File: config.mk
export PLATFORM = sky130hd
export DESIGN_NAME = mouse_mmio_regs
export DESIGN_NICKNAME = d
export VERILOG_FILES = /design/src/rtl/mouse_mmio_regs.sv
export SDC_FILE = /design/constraint.sdc
export NUM_CORES = 1
export LEC_CHECK = 0
export CORE_ASPECT_RATIO = 1.5
export CORE_MARGIN = 10
export CORE_UTILIZATION = 35
export DETAILED_ROUTE_END_ITERATION = 10
export DONT_BUFFER_PORTS = 1
export PLACE_DENSITY = 0.55
export SLEW_MARGIN = 20
export SYNTH_ARGS = -nofsm -noshare
export SYNTH_HDL_FRONTEND = slang
export SYNTH_SLANG_ARGS = --single-unit
File: constraint.sdc
create_clock -name clk -period 7 [get_ports clk]
set_input_delay 1.05 -clock clk [delete_from_list [all_inputs] [get_ports clk]]
set_output_delay 1.05 -clock clk [all_outputs]
set_load 0.05 [all_outputs]
File: src/rtl/mouse_mmio_regs.sv
// PS/2 mouse packet assembler with memory-mapped status/posX/posY registers.
//
// state    | meaning
// ---------+--------------------------------------------------------------
// WAIT_B0  | idle, waiting for a header byte (bit3 set); idle timer held at 0
// WAIT_B1  | header stored, waiting for the X delta byte
// WAIT_B2  | X delta stored, waiting for the Y delta byte (commit on arrival)
module mouse_mmio_regs #(
  parameter int BASE_ADDR   = 16384,
  parameter int X_MAX       = 639,
  parameter int Y_MAX       = 479,
  parameter int X_INIT      = 195,
  parameter int Y_INIT      = 155,
  parameter int TIMEOUT_CYC = 50000
) (
  input  logic        clk,
  input  logic        rst,
  input  logic [7:0]  byte_in,
  input  logic        byte_valid,
  input  logic        rd_en,
  input  logic [15:0] rd_addr,
  output logic [15:0] rd_data,
  output logic        rd_hit,
  output logic        pkt_done,
  output logic        sync_err
);

  localparam int CW = $clog2(TIMEOUT_CYC + 1);
  // Timer reloads to TIMEOUT_CYC-1 on each accepted byte and expires on the
  // idle cycle that would bring an equivalent up-count to TIMEOUT_CYC.
  localparam logic [CW-1:0]      IDLE_LOAD = CW'(TIMEOUT_CYC - 1);
  localparam logic signed [16:0] X_MAX_S   = 17'(X_MAX);
  localparam logic signed [16:0] Y_MAX_S   = 17'(Y_MAX);
  localparam logic [15:0]        BASE      = 16'(BASE_ADDR);

  typedef enum logic [1:0] {WAIT_B0, WAIT_B1, WAIT_B2} state_t;

  state_t          state;
  logic            x_ovf, y_ovf, x_sign, y_sign;
  logic [2:0]      btn_pend;
  logic [7:0]      b1;
  logic [15:0]     pos_x, pos_y;
  logic [2:0]      buttons;
  logic            new_flag;
  logic [CW-1:0]   idle_cnt;

  logic signed [16:0] dx, dy, nx, ny;
  logic [15:0]        nx_clamp, ny_clamp;
  logic [15:0]        rd_off;
  logic               rd_sel, status_rd;
  logic [15:0]        status_word;

  // Packet decode and clamped next position; b2 is taken straight from byte_in.
  always_comb begin
    dx = x_ovf ? '0 : {{8{x_sign}}, x_sign, b1};
    dy = y_ovf ? '0 : {{8{y_sign}}, y_sign, byte_in};
    nx = $signed({1'b0, pos_x}) + dx;
    ny = $signed({1'b0, pos_y}) - dy;
    if (nx < 0)             nx_clamp = '0;
    else if (nx > X_MAX_S)  nx_clamp = X_MAX_S[15:0];
    else                    nx_clamp = nx[15:0];
    if (ny < 0)             ny_clamp = '0;
    else if (ny > Y_MAX_S)  ny_clamp = Y_MAX_S[15:0];
    else                    ny_clamp = ny[15:0];
  end

  // Read address decode; out-of-window addresses wrap to large offsets.
  always_comb begin
    rd_off      = rd_addr - BASE;
    rd_sel      = rd_en && (rd_off < 16'd3);
    status_rd   = rd_sel && (rd_off == 16'd0);
    status_word = {12'b0, new_flag, buttons};
  end

  // Packet FSM, idle timer, position/button registers and event pulses.
  always_ff @(posedge clk or negedge rst) begin
    if (!rst) begin
      state    <= WAIT_B0;
      x_ovf    <= 1'b0;
      y_ovf    <= 1'b0;
      x_sign   <= 1'b0;
      y_sign   <= 1'b0;
      btn_pend <= '0;
      b1       <= '0;
      pos_x    <= 16'(X_INIT);
      pos_y    <= 16'(Y_INIT);
      buttons  <= '0;
      new_flag <= 1'b0;
      idle_cnt <= '0;
      pkt_done <= 1'b0;
      sync_err <= 1'b0;
    end else begin
      pkt_done <= 1'b0;
      sync_err <= 1'b0;
      // Status read clears the flag; a commit below in the same cycle wins.
      if (status_rd) new_flag <= 1'b0;
      case (state)
        WAIT_B0: begin
          idle_cnt <= '0;
          if (byte_valid) begin
            if (byte_in[3]) begin
              y_ovf    <= byte_in[7];
              x_ovf    <= byte_in[6];
              y_sign   <= byte_in[5];
              x_sign   <= byte_in[4];
              btn_pend <= byte_in[2:0];
              idle_cnt <= IDLE_LOAD;
              state    <= WAIT_B1;
            end else begin
              sync_err <= 1'b1;
            end
          end
        end
        WAIT_B1: begin
          if (byte_valid) begin
            b1       <= byte_in;
            idle_cnt <= IDLE_LOAD;
            state    <= WAIT_B2;
          end else if (idle_cnt == '0) begin
            sync_err <= 1'b1;
            state    <= WAIT_B0;
          end else begin
            idle_cnt <= idle_cnt - 1'b1;
          end
        end
        WAIT_B2: begin
          if (byte_valid) begin
            pos_x    <= nx_clamp;
            pos_y    <= ny_clamp;
            buttons  <= btn_pend;
            new_flag <= 1'b1;
            pkt_done <= 1'b1;
            idle_cnt <= '0;
            state    <= WAIT_B0;
          end else if (idle_cnt == '0) begin
            sync_err <= 1'b1;
            state    <= WAIT_B0;
          end else begin
            idle_cnt <= idle_cnt - 1'b1;
          end
        end
        default: begin
          idle_cnt <= '0;
          state    <= WAIT_B0;
        end
      endcase
    end
  end

  // Registered read port; reports pre-commit values for a coincident commit.
  always_ff @(posedge clk or negedge rst) begin
    if (!rst) begin
      rd_data <= '0;
      rd_hit  <= 1'b0;
    end else if (rd_sel) begin
      rd_hit <= 1'b1;
      case (rd_off[1:0])
        2'd0:    rd_data <= status_word;
        2'd1:    rd_data <= pos_x;
        default: rd_data <= pos_y;
      endcase
    end else begin
      rd_data <= '0;
      rd_hit  <= 1'b0;
    end
  end

endmodule

==> flow_metrics.tcl, run 1 <==
set metrics [dict create \
    die_y_microns 176 \
    holdBufCountCts 0 \
    rsz0062_at_grt "no" \
    synthDistinctLibCells 81 \
    grt_pass1_vias 4712 \
    powerDensity_mw_per_mm2 479 \
    core-area_sq_mm 0.0161 \
    min_period_over_period_pct 49.7 \
    pwr-share-seq_pct 27.3 \
    synth_edf_count 0 \
    cp_common_cell "nor2b_1" \
    swShare_pct 43.8 \
    port-buffer-count 0 \
    ios 47 \
    ir_drop_uv 192 \
    vias 4569 \
    synth_area_sq_mm 0.00569 \
    worstPathArrival_ns 3.68 \
    cpLargestDelayFamily "simple AND/OR/NAND/NOR gates" \
    hold_path_class "in2async" \
    leakagePower_nw 2.66 \
    finalHoldViolCount 0 \
    cp_slowest_cell "dfrtp_1" \
    vias_per_cell 5.53 \
    cp_slowest_stage_delay_ns 0.52 \
    final_cell_mix "dfrtp_1 (79), nand2_1 (67), nor2_1 (59)" \
    slew_violations 0 \
    routed_wirelength_microns 14400 \
    nets 675 \
    path_clk_slew_ns 0.07 \
    critPathLaunchType "flop" \
    cts_tree "built" \
    skew_ns 0.00501 \
    antenna_found_initial 0 \
    wl_per_cell_microns 17.4 \
    tightest_slew_ns 0.934 \
    place_congestion 0.872 \
    outcome "finished, final reports clean" \
    n_antenna_cell 0 \
    synth_async_sr_flop_share_pct 100 \
    crit_type "reg2reg" \
    numCtsBuffers 9 \
    dp_hpwl_microns 10700 \
    rows 57 \
    syn_to_final_growth_pct 7.84 \
    avgSynthCellArea_sq_um 9.01 \
    initial_utilization_pct 35.3 \
    maxCapViolations 0 \
    drtIter0Drc 230 \
    path_max_fanout 13 \
    detail-route-antenna-nets 0 \
    cts_sinks 88 \
    dr.pass1.iters 4 \
    grt_max_degree 89 \
    cts_root_buf "clkbuf_16" \
    drive_gt1_share_pct 10.2 \
    ys_seq_area_share_pct 38.9 \
    slew_headroom_pct 37.1 \
    dieArea_sq_mm 0.0219 \
    yosys_warnings 0 \
    cts_setup_buffers 0 \
    grt.overflow.total 0 \
    placed_area_sq_mm 0.00583 \
    p_int_mw 1.65 \
    worst-endpoint-required_ns 7.20 \
    finalCriticalPeriod_ns 3.48 \
    p_switching_mw 1.29 \
    synthCells 632 \
    grt_pass1_wl_microns 24100 \
    synth_seq_cells 88 \
    drc_errors 0 \
    p_clk_share_pct 17.0 \
    crit_buf_inv 1 \
    setup_tns_ns 0 \
    path_cells "nor2b_1, ha_1, inv_1, fa_1, nor2b_1, o31a_1, o21a_1, xnor3_1, o211ai_1, nand4_1, nor2_2, a31oi_1" \
    worstSkewPairLatency_ns 0.34 \
    synth_ff_type "dfrtp_1" \
    clk_path_buf_depth 2 \
    final_common_cell "dfrtp_1" \
    post_cts_resized 0 \
    htree_levels 3 \
    p_comb_share_pct 55.7 \
    grt_usage_pct 13.5 \
    syn_nets 692 \
    fmax_ghz 0.287 \
    stdcell_area_sq_mm 0.00614 \
    setup_violations 0 \
    cp-end-kind "flop" \
    die_x_microns 124 \
]
-- logic make-up after synthesis --
| group | synth area share, % |
|---|---|
| AND/OR/NAND/NOR | 24.3 |
| AO/OA/AOI/OAI | 17.9 |
| flip-flops | 38.9 |
| buffers and inverters | 3.98 |
| XOR/XNOR | 5.16 |
| adder cells (fa/ha/maj) | 7.30 |
| multiplexers | 2.46 |
-- cell usage after synthesis (3+ instances only) --
cell / n / share of area [%]
a211oi_1: 8 / 1.1
buf_2: 5 / 0.44
nand2_1: 67 / 4.4
nor2b_1: 16 / 1.8
o21ai_0: 27 / 2.4
o21a_1: 6 / 0.79
a22oi_1: 20 / 2.6
a311oi_1: 3 / 0.46
nand3_1: 11 / 0.97
xnor2_1: 16 / 2.5
o211ai_1: 5 / 0.66
a2bb2oi_1: 3 / 0.46
a21o_1: 4 / 0.53
nor3_1: 16 / 1.4
a31oi_1: 8 / 0.88
nand3b_1: 6 / 0.79
xor2_1: 15 / 2.3
clkbuf_1: 23 / 1.5
and2_1: 16 / 1.8
nor4_1: 6 / 0.66
or4_1: 3 / 0.40
dfstp_2: 9 / 4.2
mux2i_1: 5 / 0.88
and3_1: 3 / 0.33
nand4_1: 5 / 0.55
or2_2: 5 / 0.55
o31ai_1: 3 / 0.40
nor2_1: 59 / 3.9
ha_1: 30 / 6.6
a21oi_1: 26 / 2.3
or3_1: 6 / 0.66
inv_1: 21 / 1.4
dfrtp_1: 79 / 35
o21ai_1: 16 / 1.4
mux2_2: 8 / 1.6
nand2b_1: 17 / 1.9
and3_2: 3 / 0.40
-- cell type report --
type                    count  area [sq um]
repair buffers              4          30.0
multi-input cells         491          3250
fillers                  1666          9980
flip-flops and latches     88          2210
clock inverters             5          63.8
inverters                  21          78.8
well taps                 206           258
clock buffers              11           243
-- power groups by stage --
stage / Clock [mW] / Combinational [mW] / Sequential, mW
after floorplan: 0 / 1.36 / 0.750
after global placement: 0 / 1.61 / 0.810
after detailed placement: 0 / 1.63 / 0.813
after CTS: 0.515 / 1.65 / 0.804
after global routing: 0.540 / 1.85 / 0.826
final: 0.500 / 1.64 / 0.803
-- worst paths after layout --
path	startpoint	cells past startpoint	slack, ns	endpoint
worst max-delay path	x_ovf$_DFFE_PN0P_	12	3.52	pos_x[3]$_DFFE_PN0P_
worst min-delay path	rst	0	0.41	pos_x[10]$_DFFE_PN0P_
min in group clk	btn_pend[0]$_DFFE_PN0P_	2	0.47	buttons[0]$_DFFE_PN0P_
worst max register to register	x_ovf$_DFFE_PN0P_	12	3.52	pos_x[3]$_DFFE_PN0P_
max in group asynchronous	rst	0	6.34	pos_x[7]$_DFFE_PN1P_
worst min register to register	btn_pend[0]$_DFFE_PN0P_	2	0.47	buttons[0]$_DFFE_PN0P_
-- routing by layer --
| layer | global-route usage (%) | part of all wire [%] | up-vias |
|---|---|---|---|
| li1 | - | - | 2214 |
| met1 | 16.2 | 43 | 2235 |
| met2 | 22.8 | 49 | 107 |
| met3 | 3.96 | 6.5 | 13 |
| met4 | 3.85 | 1.3 | 0 |
| met5 | 0 | 0 | - |
-- sequential cells by signal, indices dropped and copies added, names as in the netlist, 2 cells and up --
signal	flops
b1	8
btn_pend	3
buttons	3
idle_cnt	16
pos_x	16
pos_y	16
rd_data	16
state	2
-- metrics by stage --
step                worst slack [ns]  hold slack (ns)  utilization (%)  cells  power [mW]
finish                          3.52            0.405             38.1    826        2.94
global route                    3.25            0.378             38.1    826        3.22
CTS                             3.51            0.390             38.1    826        2.97
detailed placement              3.27            0.452             36.2    810        2.45
global placement                3.33            0.447             36.2    810        2.42
floorplan                       3.56            0.433                -    632        2.11
Note: power is estimated with default switching activity, not from simulation.
==> run 2: changes to the inputs <==
- PLACE_DENSITY: 0.55 -> 0.57
- clock period: 7 -> 2.94 ns (I/O delays scaled with it)
==> flow_metrics.tcl, run 2 (synthesis results as in run 1) <==
set metrics [dict create \
    worst_slack_ns -0.0222 \
    power_mw 8.28 \
    grt_pass1_wl_microns 24700 \
    worstPathArrival_ns 3.24 \
    grt_pass1_vias 4854 \
    path_cells "buf_6, nand2b_4, ha_4, a21o_4, a221o_1, or3_1, o22ai_2, nor3b_4, o2111ai_2, nor3b_4, a31o_1" \
    min_period_over_period_pct 101 \
    outcome "finished with violations" \
    final_cell_mix "dfrtp_1 (79), nand2_1 (66), nor2_1 (58)" \
    fmax_ghz 0.338 \
    cp_slowest_stage_delay_ns 0.43 \
    dp.cells 853 \
    drtIter0Drc 248 \
    violations "negative hold slack, negative setup slack" \
    grt.overflow.total 0 \
    leakagePower_nw 2.98 \
    critPathLaunchType "flop" \
    hold_path_class "in2async" \
    core-area_sq_mm 0.0161 \
    worstSkewPairLatency_ns 0.34 \
    dr.pass1.iters 5 \
    htree_levels 3 \
    nets 727 \
    worstSetupPathDepth 11 \
    reg2reg_depth 11 \
    cp_slowest_cell "dfrtp_1" \
    stdcell_area_sq_mm 0.00686 \
    vias_per_cell 5.43 \
    worst_hold_slack_ns -0.00904 \
    skew_ns 0.00696 \
    path_clk_slew_ns 0.07 \
    die_x_microns 124 \
    crit_buf_inv 1 \
    dp_hpwl_microns 11200 \
    ir_drop_uv 760 \
    fin_cells 878 \
    place_congestion 0.879 \
    placed_area_sq_mm 0.00616 \
    dieArea_sq_mm 0.0219 \
    rsz0062_at_grt "yes" \
    slew_headroom_pct 46.5 \
    clk_path_buf_depth 2 \
    worst-endpoint-required_ns 3.22 \
    syn_to_final_growth_pct 20.5 \
    maxCapViolations 0 \
    finalHoldViolCount 2 \
    wl_per_cell_microns 17.0 \
    crit_type "reg2reg" \
    ios 47 \
    tightest_slew_ns 0.800 \
    cts_sinks 88 \
    n_antenna_cell 0 \
    initial_utilization_pct 35.3 \
    drive_gt1_share_pct 22.8 \
    grt_usage_pct 13.9 \
    cpLargestDelayFamily "compound AO/OA/AOI/OAI gates" \
    powerDensity_mw_per_mm2 1210 \
    routed_wirelength_microns 14900 \
    antenna_found_initial 0 \
    finalCriticalPeriod_ns 2.96 \
    cp_common_cell "nor3b_4" \
    setup_tns_ns -0.0378 \
    setup_violations 3 \
    path_max_fanout 6 \
    cts_root_buf "clkbuf_16" \
    numCtsBuffers 9 \
    slew_violations 0 \
    cts_tree "built" \
    detail-route-antenna-nets 0 \
    final_util_pct 42.6 \
    drc_errors 0 \
    cp-end-kind "flop" \
    dp_slack_ns -0.132 \
    grt_max_degree 89 \
    vias 4768 \
    die_y_microns 176 \
    final_common_cell "dfrtp_1" \
    rows 57 \
    port-buffer-count 0 \
]
## run 2: cell type report
cell class,instances,area [sq um]
clock buffer,11,253
clock inverter,5,86.3
fill,1569,9260
inverter,21,78.8
multi-input combinational,491,3510
sequential,88,2210
tap,206,258
timing repair buffer,56,455
## run 2: repair_timing
item / in CTS / in global routing
gates cloned: 0 / 0
endpoints found under the hold margin: 88 / 0
hold buffers: 1 / 0
buffers inserted: 1 / 7
pin swaps: 9 / 25
resized for setup: 17 / 37
setup endpoints to repair: 19 / 19
## run 2: report_power, final
| group | switching [mW] | leakage (nW) | internal (mW) |
|---|---|---|---|
| registers | 0.321 | 1.13 | 1.56 |
| clock network | 0.501 | 0.160 | 0.798 |
| logic | 2.63 | 1.70 | 2.46 |
## run 2: metal layers
metal	vias to the layer above	wire length, microns	track usage (%)
met3	20	897	3.13
met4	0	293	4.28
met5	-	0	0
met2	99	7580	23.5
met1	2330	6170	16.9
li1	2319	-	-
## run 2: final timing paths
kind	endpoint	start	slack [ns]
worst max-delay path	pos_y[5]$_DFFE_PN0P_	y_ovf$_DFFE_PN0P_	-0.02
worst min-delay path	pos_x[14]$_DFFE_PN0P_	rst	-0.009
min in group clk	state[1]$_DFFE_PN0P_	byte_in[3]	0.21
worst min register to register	buttons[2]$_DFFE_PN0P_	btn_pend[2]$_DFFE_PN0P_	0.46
worst max register to register	pos_y[5]$_DFFE_PN0P_	y_ovf$_DFFE_PN0P_	-0.02
max in group asynchronous	pos_x[0]$_DFFE_PN1P_	rst	2.55
